===== src/rtl/wam_disp.sv =====
// Display driver for the whack-a-mole board: mole LEDs plus a 4-digit
// multiplexed 7-segment display with per-frame snapshots of the score and mole count.
module wam_disp #(
    parameter int CLK_DIV = 16
) (
    input  logic        clk,
    input  logic        clr_n,
    input  logic [11:0] score,
    input  logic [7:0]  holes,
    input  logic        blank,
    output logic [7:0]  led,
    output logic [3:0]  an,
    output logic [6:0]  seg,
    output logic        dp
);

    logic [CLK_DIV-1:0] cnt_q, cnt_d;
    logic [1:0]         idx_q, idx_d;
    logic [11:0]        sh_score_q, sh_score_d;
    logic [3:0]         sh_cnt_q, sh_cnt_d;
    logic [3:0]         an_q, an_d;
    logic [6:0]         seg_q, seg_d;
    logic [7:0]         led_q, led_d;

    logic       tick;
    logic [3:0] mole_cnt;
    logic [3:0] digit;
    logic       slot_blank;

    function automatic logic [6:0] seg7(input logic [3:0] v);
        logic [6:0] s;
        case (v)
            4'd0:    s = 7'b1000000;
            4'd1:    s = 7'b1111001;
            4'd2:    s = 7'b0100100;
            4'd3:    s = 7'b0110000;
            4'd4:    s = 7'b0011001;
            4'd5:    s = 7'b0010010;
            4'd6:    s = 7'b0000010;
            4'd7:    s = 7'b1111000;
            4'd8:    s = 7'b0000000;
            4'd9:    s = 7'b0010000;
            default: s = 7'b0111111;
        endcase
        return s;
    endfunction

    always_comb begin
        mole_cnt = 4'd0;
        for (int i = 0; i < 8; i++) begin
            mole_cnt = mole_cnt + {3'b000, holes[i]};
        end
    end

    always_comb begin
        tick  = &cnt_q;
        cnt_d = cnt_q + 1'b1;
        idx_d = tick ? idx_q + 2'd1 : idx_q;

        // Snapshots are taken only on the frame boundary so a frame never tears.
        sh_score_d = sh_score_q;
        sh_cnt_d   = sh_cnt_q;
        if (tick && (idx_q == 2'd3)) begin
            sh_score_d = score;
            sh_cnt_d   = mole_cnt;
        end

        digit      = 4'd0;
        slot_blank = 1'b0;
        case (idx_q)
            2'd0: digit = sh_score_q[3:0];
            2'd1: begin
                digit      = sh_score_q[7:4];
                slot_blank = (sh_score_q[11:8] == 4'd0) && (sh_score_q[7:4] == 4'd0);
            end
            2'd2: begin
                digit      = sh_score_q[11:8];
                slot_blank = (sh_score_q[11:8] == 4'd0);
            end
            default: digit = sh_cnt_q;
        endcase

        if (blank || slot_blank) begin
            an_d  = 4'b1111;
            seg_d = 7'b1111111;
        end else begin
            an_d  = ~(4'b0001 << idx_q);
            seg_d = seg7(digit);
        end

        led_d = holes;
    end

    always_ff @(posedge clk or negedge clr_n) begin
        if (!clr_n) begin
            cnt_q      <= '0;
            idx_q      <= 2'd0;
            sh_score_q <= 12'd0;
            sh_cnt_q   <= 4'd0;
            an_q       <= 4'b1111;
            seg_q      <= 7'b1111111;
            led_q      <= 8'd0;
        end else begin
            cnt_q      <= cnt_d;
            idx_q      <= idx_d;
            sh_score_q <= sh_score_d;
            sh_cnt_q   <= sh_cnt_d;
            an_q       <= an_d;
            seg_q      <= seg_d;
            led_q      <= led_d;
        end
    end

    assign an  = an_q;
    assign seg = seg_q;
    assign led = led_q;
    assign dp  = 1'b1;

endmodule

===== config.mk =====
export PLATFORM = sky130hd
export DESIGN_NAME = wam_disp
export DESIGN_NICKNAME = d
export VERILOG_FILES = /design/src/rtl/wam_disp.sv
export SDC_FILE = /design/constraint.sdc
export NUM_CORES = 1
export LEC_CHECK = 0
export ABC_AREA = 1
export BUFFER_PORTS_ARGS = -buffer_cell sky130_fd_sc_hd__buf_2
export CAP_MARGIN = 20
export CELL_PAD_IN_SITES_DETAIL_PLACEMENT = 1
export CELL_PAD_IN_SITES_GLOBAL_PLACEMENT = 1
export CORE_MARGIN = 5
export CORE_UTILIZATION = 24
export DETAILED_ROUTE_END_ITERATION = 10
export PLACE_DENSITY_LB_ADDON = 0.1
export SETUP_SLACK_MARGIN = 0.3
export SYNTH_ARGS = -nofsm -noshare
export SYNTH_HDL_FRONTEND = slang
export SYNTH_SLANG_ARGS = --single-unit

===== constraint.sdc =====
create_clock -name clk -period 1.8 [get_ports clk]
set_input_delay 0.09 -clock clk [delete_from_list [all_inputs] [get_ports clk]]
set_output_delay 0.09 -clock clk [all_outputs]
set_load 0.02 [all_outputs]

[Yosys cells after proc, flatten, opt, wreduce, memory -nomap -nowiden]
Memories as Yosys holds them, arrays and structs flattened.
Cells that the tools add are included.
Storage, ports and cells
  register bits after elaboration: 53
  bits in latches: 0
  RAM bits: 0
  bits in read-only memories: 112
  input bits: 23
  output and inout port bits: 20
  logic and storage cells: 33
  memories: 1
Operators by class
  add/sub/neg operators: 9
  $mul: 0
  divide/modulo/power cells: 0
  order comparisons: 0
  equal/unequal tests: 3
  shift-type cells: 1
  muxes and demuxes: 4
  bitwise logic cells: 1
  reduce and logical (&&, ||, !) cells: 7
Memories
  (no name shown): words 16, width 7, rd ports 1, clocked after memory_dff 0, wr ports 0, line 32  | case (v)
Operators with widths (count)
  $add 16x1->16 const B: 1
  $add 4x1->4: 4
  $reduce_and 16->1: 1
  $pmux 4 s3: 1
  $logic_not 4->1: 2
  $mux 7: 1
  $add 3x1->4: 1
  $eq 2x2->1 const B: 2
  $mux 4: 1
  $not 4->4: 1
  $shl 1x2->4 const A: 1
  $add 2x1->3: 1
  $add 1x1->2: 1
  $add 2x1->2 const B: 1
  $eq 2x1->1 const B: 1
  $logic_and 1x1->1: 2
  $logic_not 2->1: 1
  $pmux 1 s2: 1
  $logic_or 1x1->1: 1

[Longest topological paths before layout]
Gate-level depths: netlist (run 1).
  depth in word-level cells: 7
  mapped depth: 11
  depth with buffers taken out: 11

[Least setup slack after synthesis (run 1)]
Ideal clock, no wire load.
  path kind: input to register
  start point: input holes[0]
  end point: register sh_cnt_q[1]
  arrival: 2.431 ns
  data required time: 1.735 ns
  setup slack: -0.696 ns
  stages: 10
  buffers on the path: 0
  cells stage by stage: inv_1 > fa_1 > fa_1 > fa_1 > inv_1 > ha_1 > inv_1 > fa_1 > nand3b_1 > nand2_1
On the way
  longest elaborated chain between the ends: 7
Ends and longest elaborated chain
  start, declared: line 9  | input logic [7:0] holes,
  $add 1x1->2: line 51  | mole_cnt = mole_cnt + {3'b000, holes[i]};
  $add 2x1->3: line 51
  $add 3x1->4: line 51
  $add 4x1->4 (4 in a row): line 51
  end signal, assigned: line 107  | sh_cnt_q <= sh_cnt_d;
  end, declared: line 20  | logic [3:0] sh_cnt_q, sh_cnt_d;
Every way passes these cells.
A chain may end at the register's enable or synchronous reset.

[Final worst setup path (run 1)]
  start point: input holes[3]
  end point: register sh_cnt_q[1]
On the way
  longest elaborated chain between the ends: 5
Ends and longest elaborated chain (line)
  $add 3x1->4: 51
  $add 4x1->4 (4 in a row): 51
Every way passes these cells.

==> flow_summary.yaml, run 1 <==
run_status:
  status: "finished with violations"
  violations: "setup timing"
logic_synthesis:
  synth_top_family_by_area: "simple AND/OR/NAND/NOR gates"
  yosys_register_bits: 53
  synthMuxAreaShare_pct: 0
  syn_nets: 326
  syn_area_per_cell_sq_um: 9.09
  synth_common_cells: "nand2_1 (90), dfrtp_1 (42), inv_1 (32), nand3_1 (30), nor2_1 (23)"
  synth-xor-area-share_pct: 5.37
  synth_compound_area_share_pct: 2.40
  synthTopCellsByArea: "dfrtp_1 (40%), nand2_1 (13%), dfstp_2 (11%)"
  synth_edf_count: 0
  yosysWarnings: 0
  syn_area_sq_um: 2610
  ys_seq_area_share_pct: 51.3
  synth_top_area_share_pct: 40.3
  synth_most_common_cell: "nand2_1"
  synth_cell_types: 25
  synth_ff_type: "dfrtp_1"
  synth-simple-area-share_pct: 24.4
  synthCells: 287
  synth.largest_area_cell: "dfrtp_1"
  synthArstFlopShare_pct: 100
  synth-adder-area-share_pct: 8.82
power_and_ir_drop:
  p_per_area_nw_per_um2: 613
  clockPowerShare_pct: 36.3
  netSwitchingPower_uw: 565
  power.share.sequential_pct: 51.8
  p_leak_nw: 1.77
  finalPower_mw: 2.33
  ir_drop_uv: 307
  p_int_mw: 1.76
  combPwrFrac_pct: 11.8
  switching_share_pct: 24.3
critical_path:
  r2r_setup_slack_ns: 0.09
  r2r-end: "seg[3]$_DFF_PN1_"
  crit_path_start_kind: "input pin"
  critPathKind: "in2reg"
  reg2regPathDepth: 12
  timing.rr.start: "idx_q[1]$_DFFE_PN0P_"
  worst_ep_required_time_ns: 2.06
  cp.arrival_ns: 2.60
  end_kind: "register"
  path_max_fanout: 2
global_route:
  antenna_found_initial: 0
  grt-ovfl-total: 0
  grt_pass1_vias: 2403
  grt_usage_pct: 11.4
  met3_usage_pct: 2.43
  grt_pass1_wl_mm: 11.8
  grt_max_degree: 25
  gr-usage-met1_pct: 14.7
  grtUsageMet2_pct: 18.8
  top_usage_layer: "met2"
hold_path:
  min_from: "score[11]"
  min_delay_path_depth: 3
  hp-class: "in2reg"
  min_to: "sh_score_q[11]$_DFFE_PN0P_"
die:
  die_x_microns: 114
  die_h_microns: 114
  io_pins: 43
  dieArea_sq_um: 13100
  floorplan.initialDensity_pct: 24.3
  core_area_sq_um: 10700
  placementRows: 38
detailed_routing:
  vias_per_cell: 4.13
  wirelength_mm: 6.90
  drt_first_pass_iters: 4
  via_count: 2103
  antenna_left: 0
  avgRoutedWirePerCell_microns: 13.6
  first_iter_violations: 65
  route.detailed.drc: 0
cts:
  cts_tree: "yes"
  clkTransAtPathRegs_ns: 0.10
  clock_latency_ns: 0.32
  cts_buffers: 5
  htree_levels: 2
  clkSinkCount: 53
  cts_root_buf: "clkbuf_8"
  clk_path_buf_depth: 2
placed_design:
  placed_cells: 473
  dpl_worst_slack_ns: -0.935
  gp_congestion: 0.702
  portBuffers: 41
  hpwl_mm: 5.18
finish:
  area_growth_pct: 45.6
  n_antenna_cell: 0
  nets: 407
  utilization_pct: 35.4
  layout-drive-gt1-share_pct: 43.1
  layoutNonFillerInstCount: 509
timing:
  finalHoldViolCount: 0
  skew_ns: 0.0186
  rsz0062_at_grt: "yes"
  fmax_ghz: 0.427
  post-route-period-util_pct: 130
  worst_pin_slew_ns: 0.596
  finalSetupViolations: 4
  fin_ws_ns: -0.544
  maxSlewViolCount: 0
  max_slew_margin_pct: 60.3
  min_period_ns: 2.34
flow_run:
  maxCapViolCount: 0
power groups by stage:
stage | clock [mW] | sequential (mW) | combinational [mW]
after floorplan | 0 | 1.25 | 0.0831
after global placement | 0 | 1.23 | 0.185
after detailed placement | 0 | 1.23 | 0.196
after CTS | 0.885 | 1.21 | 0.258
after global routing | 0.930 | 1.21 | 0.313
final | 0.846 | 1.21 | 0.275
kinds of logic after synthesis:
| family | count (synthesis) |
|---|---|
| simple gates | 153 |
| flops | 53 |
| buf+inv | 39 |
| xor+xnor | 16 |
| fa+ha+maj | 16 |
| compound gates | 9 |
| other cells | 1 |
layout make-up:
class / count / area (sq um)
Clock buffer: 6 / 72.6
Timing Repair Buffer: 80 / 603
Multi-Input combinational cell: 195 / 1420
Sequential cell: 53 / 1340
Tap cell: 140 / 175
Clock inverter: 2 / 38.8
Inverter: 33 / 151
Fill cell: 1267 / 6950
worst max-delay path, stage by stage:
cell and delay [ns]:
buf_8 0.08, inv_4 0.03, fa_1 0.54, fa_1 0.44, fa_2 0.54, inv_2 0.04, ha_4 0.15, inv_2 0.05
fa_2 0.41, nand3b_1 0.16, nand2_1 0.07
what timing repair did:
action                                  in CTS  in global routing
endpoints found under the setup margin      28                 28
cloned                                       0                  0
gates resized for setup                     62                 24
setup buffers                               10                  5
hold endpoints to repair                    34                  0
pin swaps                                   21                 24
hold buffers                                13                  0
how the worst max path moves through the flow:
stage | startpoint | slack (ns) | endpoint | cells past startpoint
4_1_cts | holes[3] | -0.55 | sh_cnt_q[1]$_DFFE_PN0P_ | 11
2_1_floorplan | holes[0] | -0.67 | sh_cnt_q[1]$_DFFE_PN0P_ | 10
5_1_grt | holes[3] | -0.59 | sh_cnt_q[1]$_DFFE_PN0P_ | 11
3_3_place_gp | holes[0] | -0.89 | sh_cnt_q[2]$_DFFE_PN0P_ | 12
3_5_place_dp | holes[0] | -0.94 | sh_cnt_q[1]$_DFFE_PN0P_ | 11
6_report | holes[3] | -0.54 | sh_cnt_q[1]$_DFFE_PN0P_ | 11
registers in the layout, summed over array words and instances, names as in the netlist:
signal / count
an: 4
sh_cnt_q: 4
sh_score_q: 12
idx_q: 2
led: 8
seg: 7
cnt_q: 16
cells in the final DEF (no fill, tap or decap), types with 8 or more instances in the layout:
master / instances
dlygate4sd3_1: 13
nand3_1: 23
ha_4: 8
buf_6: 12
inv_1: 20
nand2_4: 11
nand2_1: 70
nor2_1: 13
buf_4: 15
xor2_1: 9
dfrtp_1: 39
nand2_2: 11
buf_2: 38
dfstp_2: 11
through the flow:
stage	hold slack (ns)	TNS [ns]	instance area (sq um)
after floorplan	-0.206	-1.87	2730
after global placement	0.130	-2.80	3130
after detailed placement	0.142	-2.96	3130
after CTS	0.00302	-1.37	3670
after global routing	0.0268	-1.71	3800
final	0.0159	-1.45	3800
layer usage:
layer	vias to the layer above	wire (microns)
met5	-	0
li1	1043	-
met3	10	299
met1	1005	3210
met4	0	157
met2	45	3230
Power figures use the tool's default switching activity.
==> inputs of run 2 (changes only) <==
Settings changed: CORE_UTILIZATION 24 to 25, CTS_BUF_LIST set to sky130_fd_sc_hd__clkbuf_4 sky130_fd_sc_hd__clkbuf_8.
==> run 2 against run 1 <==
  * The flow still finishes with violations (setup timing)
  * Die area decreased by 3.7%
  * Global-route usage decreased by 0.72 points
  * Clock-buffer cell count shrank 1
  * Critical endpoint unchanged
  * Sequential share of layout area shrank 0.20 points
  * Power down 9.9%
  * Hold slack got worse by 0.0074 ns
  * Critical path depth stayed put
  * Final area grew 0.46%
  * Combinational power is 18% lower
  * Via count fell by 2.3%
  * Flip-flop and latch count is the same
  * Cell count fell by 0.98%
==> flow_summary.yaml, run 2 (synthesis results as in run 1) <==
run_status:
  status: "finished with violations"
  violations: "setup timing"
cts:
  clock_latency_ns: 0.30
  cts_root_buf: "clkbuf_8"
  clk_path_buf_depth: 2
  htree_levels: 2
  clkTransAtPathRegs_ns: 0.10
  cts_tree: "yes"
  cts_buffers: 5
  clkSinkCount: 53
critical_path:
  cp.arrival_ns: 2.51
  path_max_fanout: 2
  end_kind: "register"
  crit_path_start_kind: "input pin"
  critPathKind: "in2reg"
  worst_ep_required_time_ns: 2.00
die:
  floorplan.initialDensity_pct: 25.5
  dieArea_sq_um: 12600
  io_pins: 43
  placementRows: 37
  die_x_microns: 112
  die_h_microns: 112
  core_area_sq_um: 10200
placed_design:
  placed_cells: 464
  hpwl_mm: 4.81
  portBuffers: 41
  gp_congestion: 0.700
  dpl_cell_area_sq_um: 3090
detailed_routing:
  wirelength_mm: 6.69
  antenna_left: 0
  first_iter_violations: 22
  dr_wl_met3_microns: 235
  avgRoutedWirePerCell_microns: 13.3
  vias_per_cell: 4.08
  drt-met1-wl_mm: 3.15
  drt_first_pass_iters: 6
  via_count: 2055
  dr_wl_met2_mm: 3.27
  top_layer: "met4"
  route.detailed.drc: 0
timing:
  tns_ns: -1.16
  min_period_ns: 2.31
  finalHoldViolCount: 0
  post-route-period-util_pct: 128
  finalSetupViolations: 4
  skew_ns: 0.0121
  fin_ws_ns: -0.512
  rsz0062_at_grt: "yes"
  fmax_ghz: 0.433
  maxSlewViolCount: 0
  holdWs_ns: 0.00843
global_route:
  grt_pass1_vias: 2176
  grt_max_degree: 35
  grt-ovfl-total: 0
  antenna_found_initial: 0
  grt_pass1_wl_mm: 10.9
  grt_usage_pct: 10.7
finish:
  final_cell_mix: "nand2_1 (64), dfrtp_1 (40), buf_2 (40)"
  layout-drive-gt1-share_pct: 46.2
  largest_reg_flops: 16
  largest-register: "cnt_q"
  area_growth_pct: 46.3
  fin_area_sq_um: 3820
  nets: 406
  layout_commonest_cell: "nand2_1"
  n_antenna_cell: 0
  layoutNonFillerInstCount: 504
hold_path:
  hp-class: "in2reg"
flow_run:
  maxCapViolCount: 0
power_and_ir_drop:
  ir_drop_uv: 291
  p_per_area_nw_per_um2: 549
  p_leak_nw: 1.71
run 2: path summary, 6_finish.rpt:
path / cells past startpoint / from / to / slack [ns]
worst min-delay path: 3 / score[8] / sh_score_q[8]$_DFFE_PN0P_ / 0.008
min in group asynchronous: 2 / clr_n / cnt_q[7]$_DFF_PN0_ / 0.27
worst min register to register: 1 / cnt_q[13]$_DFF_PN0_ / cnt_q[13]$_DFF_PN0_ / 0.48
worst max register to register: 12 / idx_q[1]$_DFFE_PN0P_ / seg[5]$_DFF_PN1_ / 0.13
max in group asynchronous: 3 / clr_n / idx_q[1]$_DFFE_PN0P_ / 0.98
worst max-delay path: 11 / holes[0] / sh_cnt_q[1]$_DFFE_PN0P_ / -0.51
run 2: report_power, final:
part	internal, mW	switching (mW)	leakage, nW	total, mW
clock	0.270	0.395	0.0439	0.665
combinational	0.105	0.121	1.08	0.226
sequential	1.20	0.00293	0.583	1.21
total	1.58	0.519	1.71	2.10
run 2: what timing repair did:
action	in CTS	in global routing
setup endpoints to repair	26	35
setup buffers	11	10
cloned	0	2
hold buffers	9	0
gates resized for setup	57	36
hold endpoints to repair	16	0
pin swaps	30	32
run 2: final cells by class:
class                      instances  area, sq um
clock buffer                       5         68.8
clock inverter                     3         17.5
fill                            1168         6410
inverter                          33          146
multi-input combinational        196         1480
sequential                        53         1340
tap                              136          170
timing repair buffer              78          589
run 2: per-stage QoR:
stage                     utilization, %  setup slack (ns)  power (mW)
after floorplan                        -            -0.671        1.33
after global placement              30.2            -0.883        1.42
after detailed placement            30.2            -0.912        1.42
after CTS                           34.9            -0.494        2.14
after global routing                37.3            -0.557        2.23
final                               37.3            -0.512        2.10
run 2: critical path, stage by stage:
cell and delay [ns]:
buf_8 0.08, inv_8 0.03, fa_1 0.54, fa_1 0.42, fa_1 0.45, inv_2 0.08
ha_4 0.13, inv_2 0.03, fa_2 0.50, nand3b_1 0.10, nand2_1 0.06
run 2: metal layers:
| layer | vias up | GRT usage [%] |
|---|---|---|
| met5 | - | 0 |
| met4 | 0 | 1.92 |
| met3 | 2 | 3.18 |
| met2 | 32 | 17.8 |
| met1 | 971 | 14.0 |
| li1 | 1050 | - |
